<file path="src/rtl/bcd_display_scan.sv">
// Four-digit multiplexed BCD to seven-segment scanner with sticky bad-digit flag.
// Optional leading-zero blanking is enabled by defining LEAD_ZERO_BLANK_EN.
module bcd_display_scan #(
  parameter int unsigned SCAN_DIV = 1000
) (
  input  logic        clk,
  input  logic        clr,
  input  logic        load,
  input  logic [15:0] bcd,
  output logic [6:0]  seg,
  output logic [3:0]  an,
  output logic        err,
  output logic        frame
);

  localparam logic [15:0] PMAX = 16'(SCAN_DIV - 1);

  logic [15:0] r_pre;
  logic [1:0]  r_idx;
  logic [15:0] r_disp;

  logic        w_last;
  logic [3:0]  w_nib;
  logic [3:0]  w_an;
  logic [6:0]  w_dec;
  logic [6:0]  w_seg;
  logic        w_bad;

  always_comb begin
    w_last = (r_pre == PMAX);
    w_nib  = r_disp[{r_idx, 2'b00} +: 4];
    w_an   = 4'b0001 << r_idx;
  end

  always_comb begin
    w_dec = 7'b1111001;
    case (w_nib)
      4'd0: w_dec = 7'b0111111;
      4'd1: w_dec = 7'b0000110;
      4'd2: w_dec = 7'b1011011;
      4'd3: w_dec = 7'b1001111;
      4'd4: w_dec = 7'b1100110;
      4'd5: w_dec = 7'b1101101;
      4'd6: w_dec = 7'b1111101;
      4'd7: w_dec = 7'b0000111;
      4'd8: w_dec = 7'b1111111;
      4'd9: w_dec = 7'b1101111;
      default: w_dec = 7'b1111001;
    endcase
  end

`ifdef LEAD_ZERO_BLANK_EN
  logic w_blank;

  // Digit 0 always shows, so a zero value still reads "0".
  always_comb begin
    w_blank = 1'b0;
    unique case (1'b1)
      (r_idx == 2'd3): w_blank = ~|r_disp[15:12];
      (r_idx == 2'd2): w_blank = ~|r_disp[15:8];
      (r_idx == 2'd1): w_blank = ~|r_disp[15:4];
      default:         w_blank = 1'b0;
    endcase
    w_seg = w_blank ? 7'b0000000 : w_dec;
  end
`else
  always_comb begin
    w_seg = w_dec;
  end
`endif

  always_comb begin
    w_bad = 1'b0;
    for (int i = 0; i < 4; i++) begin
      if (bcd[i*4 +: 4] > 4'd9) w_bad = 1'b1;
    end
  end

  always_ff @(posedge clk or negedge clr) begin
    if (!clr) begin
      r_pre  <= '0;
      r_idx  <= '0;
      r_disp <= '0;
      seg    <= '0;
      an     <= '0;
      err    <= 1'b0;
      frame  <= 1'b0;
    end else begin
      r_pre <= w_last ? 16'd0 : r_pre + 16'd1;
      if (w_last) r_idx <= r_idx + 2'd1;
      if (load) r_disp <= bcd;
      if (load && w_bad) err <= 1'b1;
      an    <= w_an;
      seg   <= w_seg;
      frame <= w_last && (r_idx == 2'd3);
    end
  end

endmodule
</file>
<file path="config.mk">
export PLATFORM = sky130hd
export DESIGN_NAME = bcd_display_scan
export DESIGN_NICKNAME = d
export VERILOG_FILES = /design/src/rtl/bcd_display_scan.sv
export SDC_FILE = /design/constraint.sdc
export NUM_CORES = 1
export LEC_CHECK = 0
export CAP_MARGIN = 0
export CORE_UTILIZATION = 44
export DETAILED_ROUTE_END_ITERATION = 16
export HOLD_SLACK_MARGIN = 0.05
export MAX_ROUTING_LAYER = met4
export PLACE_DENSITY = 0.7
export SLEW_MARGIN = 10
export SYNTH_ARGS = -nofsm -noshare
export SYNTH_HDL_FRONTEND = slang
export SYNTH_SLANG_ARGS = --single-unit
export TNS_END_PERCENT = 10
</file>
<file path="constraint.sdc">
create_clock -name clk -period 1.9 [get_ports clk]
set_clock_uncertainty 0.1 [all_clocks]
set_input_delay 0.38 -clock clk [delete_from_list [all_inputs] [get_ports clk]]
set_output_delay 0.38 -clock clk [all_outputs]
set_load 0.02 [all_outputs]
</file>
# After elaboration in Yosys (flattened, before gate mapping)

Memory sizes are Yosys's and may differ from the RTL's. A register that Yosys moved wholly into a read port is not among the register bits.
Cells that the tools add are included.

Add/sub/neg operators: 2
$mul: 0
Divide/modulo/power cells: 0
Order comparisons: 4
Eq/ne operators: 2
Shifts and indexed selects: 2
Multiplexer cells: 5
Bitwise gates (word level): 0
Reductions and logical operators: 3

Operators with widths:

| cell                                                                    | number |
|---|---|
| 16-bit by 1-bit adder with 16-bit output, second input constant         | 1 |
| 16-bit by 10-bit equality test with 1-bit output, second input constant | 1 |
| 4-bit > comparator, second input constant                               | 4 |
| 16-bit 2-to-1 mux                                                       | 1 |
| 16-bit by 5-bit indexed part select with 4-bit output                   | 1 |
| 1-bit 2-to-1 mux                                                        | 4 |
| 1-bit by 2-bit left shift with 4-bit output, first input constant       | 1 |
| 2-bit by 1-bit adder with 2-bit output, second input constant           | 1 |
| 2-bit equality test, second input constant                              | 1 |
| 1-bit logical AND                                                       | 2 |
| 1-bit zero test                                                         | 1 |

Bits in registers: 40
Latch bits: 0
Memory bits (writable): 0
ROM bits: 112
Input port bits: 19
Word-level logic and storage cells: 25
Memories kept: 1

Memory list:

| name            | depth | bits a word | read ports | clocked after memory_dff | write ports | line | source |
|---|---|---|---|---|---|---|---|
| (no name shown) | 16    | 7           | 1          | 1                        | 0           | 37   | `case (w_nib)` |

# Depth between registers and ports, before layout

Depth after elaboration: 6
Depth in mapped cells: 7
Mapped depth without buffers: 6

# Worst setup path before layout

OpenSTA, ideal clock, no wires.

Kind: reg2reg
From: register r_idx[0]
To: register seg[3]
Library setup time: 122 ps
Arrival: 1636 ps
Required time: 1678 ps
Slack: 42 ps
Stages on the path, launching flop included: 7
Path buffers: 1
Cells stage by stage: dfrtp_1 -> buf_6 -> mux4_1 -> inv_1 -> ha_1 -> mux2i_1 -> nand2_1

Longest elaborated chain between the ends: 1

Ends and longest elaborated chain:

| what                                                  | line | source |
|---|---|---|
| start: declaration                                    | 19   | `logic [1:0] r_idx;` |
| start signal: assignment                              | 90   | `if (w_last) r_idx <= r_idx + 2'd1;` |
| 16-bit by 5-bit indexed part select with 4-bit output | 31   | `w_nib = r_disp[{r_idx, 2'b00} +: 4];` |
| end: declaration                                      | 10   | `output logic [6:0] seg,` |

No other way between the ends.
A chain may end at the register's enable or synchronous reset.

# Worst setup path after layout

Ends and elaborated chain as after synthesis.

==> run metrics <==
status=finished with violations; failing checks=DRC; ANT cells=0; First-pass DRT Iterations=10; post-CTS setup buffers=0; Synth Cell Area=0.00212 mm2; Ports=32; Initial DRC Count=58; CP top delay family=multiplexers; HPWL after DPL=2830 um; fillcell total=342; critical-path cell list=mux4_2 -> inv_2 -> ha_1 -> mux2i_1 -> nand2_1; DRC errors left=3; Layout Cells excl Fill=between 200 and 300; synthesis-to-finish area growth=26.5%; Initial Util=a little under half; met3 wire len=between 100 and 150 um; Crit Path Class=reg2reg; GRT Total Usage=17.7%; dominant synthesized flop cell=dfrtp_1; largest net degree at the start of global routing=27; sequential share of power=48.8%; Switching Fraction=22.3%; final net count=237; HP Class=reg2reg; Worst VDD drop=approximately 0.00045 V; Die W=71.4 um; DRT antenna net count=0; RSZ-0062 raised after global routing=no; register area share after synthesis=55.6%; grt ovf=0; TritonCTS buffer count=5; Post-Synthesis Cells=approximately 170; global-route wire length before repair=about 6700 um; Critical Path AT=~1.9 ns; Req. time, crit path=1.99 ns; Clock power frac=approximately two fifths; Gate power share=12.1%; Syn Nets=196; Avg Inst Size Synth=12.8 um2; DRT Wirelength=3810 um; Synth cell types=39; wire length per cell=14.7 um; crit end category=register; Placer Congestion=0.778; Psw=0.493 mW; worst-path maximum fanout=5; min Tclk post-route=1.78 ns; initial antenna violation count=0; PwrDens=826 mW/mm2; via count=1,362; Core Area=0.00447 mm2; internal cell power=between 1.5 and 2 mW; final setup vio count=0; Final Cycle Share=93.6%; DIE HEIGHT=71.4 um; Leak=1.16 nW; die area=0.00509 mm2; CTS tree=done; Port Buf Inserts=31; EDFF count, synth=0; Cells after DPL=251; vias in the first global route=1,437; row count=24; Slew headroom=approximately 65%; fin. max-slew vios=0; Clock Sinks=47; Async SR Flop Fraction=100%; Clock Root Buffer=clkbuf_8; ratio of cells with drive above 1 in the final layout=21.2%; CP Buf/Inv Count=1; final hold viol count=0; H-tree depth=2; f_max=about 560 MHz; Worst-path clk slew=0.09 ns; met2 WL post-DR=1870 um; Largest stage delay, worst path=0.58 ns; vias per cell=5.24; setup TNS=0 ns; Clock Path Buffers=2; max_cap viols=0; synthesized flop and latch total=47; max layer used=met4; Worst Tran Pin Value=about 0.52 ns; Synth Warn #=0; M1 wire length=~1700 um; critical path's slowest cell=mux4_2; clock latency on the worst-skew pair=0.30 ns; CP startpoint kind=register
## per-layer routing
metal / vias to the layer above / global-route usage, %
met5: - / -
met4: 0 / 6.67
met3: 7 / 3.38
met2: 34 / 28.9
met1: 668 / 21.8
li1: 653 / -
## final timing paths
| check | from | end | slack (ns) | cells past startpoint |
|---|---|---|---|---|
| setup / recovery | r_idx[0]$_DFFE_PN0N_ | seg[3]$_DFF_PN0_ | 0.12 | 5 |
| hold / removal | err$_DFFE_PN0P_ | err$_DFFE_PN0P_ | 0.36 | 1 |
| setup reg to reg | r_idx[0]$_DFFE_PN0N_ | seg[3]$_DFF_PN0_ | 0.12 | 5 |
| hold reg to reg | err$_DFFE_PN0P_ | err$_DFFE_PN0P_ | 0.36 | 1 |
| max in group asynchronous | clr | r_pre[7]$_DFF_PN0_ | 0.72 | 3 |
| min in group asynchronous | clr | seg[2]$_DFF_PN0_ | 0.47 | 2 |
## cell usage in the layout, fill, tap and decap left out, types with 3 or more instances in the layout
cell              n
nand3_1           4
mux2i_1           3
clkbuf_8          5
dfrtp_1          46
buf_4             5
a21oi_1           3
mux2_2           17
o21ai_0           8
and3_1            3
xnor2_1           9
mux4_2            3
ha_1             11
nand2_1          10
nor2_1            6
and2_1            3
xor2_1            3
inv_1             6
clkdlybuf4s50_1  30
## metrics by stage
stage          utilization (%)  worst slack, ns  power [mW]  area [um2]  hold WS (ns)
6_report                  59.9            0.121        2.21        2680         0.363
5_1_grt                   59.9           0.0196        2.31        2680         0.393
3_3_place_gp              56.7            0.109        1.35        2530         0.279
2_1_floorplan                -           0.0416        1.22        2120       -0.0156
4_1_cts                   59.9           0.0150        2.24        2680         0.370
3_5_place_dp              56.7           0.0252        1.37        2530         0.289
## what timing repair did
item,CTS,global route
hold buffers,1,0
endpoints found under the setup margin,0,4
resized for setup,0,4
endpoints found under the hold margin,21,0
## logic make-up (layout without fill, tap and decap cells)
family | count (synthesis) | in the layout | synth area share (%)
flops | 47 | 47 | 55.6
simple gates | 41 | 41 | 10.9
mux | 23 | 23 | 13.8
compound gates | 18 | 18 | 5.14
buf+inv | 14 | 56 | 3.07
xor+xnor | 12 | 12 | 4.96
fa+ha+maj | 11 | 11 | 6.50
## registers in the layout, indices dropped and copies added, names as in the netlist
register and flops:
an 4, err 1, frame 1, r_disp 16
r_idx 2, r_pre 16, seg 7
## final cells by class
type                       count  area, um2  area share (%)
clock inverter                 3       67.6            2.52
clock buffer                   5       68.8            2.57
multi-input combinational    105        872            32.6
timing repair buffer          39        393            14.7
sequential                    47       1180            44.0
tap                           52       65.1            2.43
inverter                       9       35.0            1.31
## power groups by stage
stage	Sequential [mW]	Clock, mW	Combinational [mW]
final	1.08	0.867	0.267
after floorplan	1.12	0	0.107
after detailed placement	1.10	0	0.266
after global placement	1.10	0	0.256
after CTS	1.08	0.888	0.269
after global routing	1.09	0.932	0.291
## synthesized netlist by cell type, types with 2 or more instances
cell type | n | area [um2]
dfrtp_1 | 47 | 1180
mux2_2 | 17 | 191
ha_1 | 11 | 138
nand2_1 | 10 | 37.5
xnor2_1 | 9 | 78.8
inv_1 | 8 | 30.0
o21ai_0 | 8 | 40.0
nor2_1 | 6 | 22.5
nand3_1 | 4 | 20.0
a21oi_1 | 3 | 15.0
and2_1 | 3 | 18.8
and3_1 | 3 | 18.8
buf_2 | 3 | 15.0
mux2i_1 | 3 | 30.0
xor2_1 | 3 | 26.3
mux4_2 | 2 | 45.0
nand4_1 | 2 | 12.5
nor3_1 | 2 | 10.0
or3_1 | 2 | 12.5
## worst reg2reg max path, stage by stage (launching register included)
cell,delay (ns)
dfrtp_2,0.42
mux4_2,0.58
inv_2,0.11
ha_1,0.24
mux2i_1,0.15
nand2_1,0.07
(Power assumes the default switching activity.)
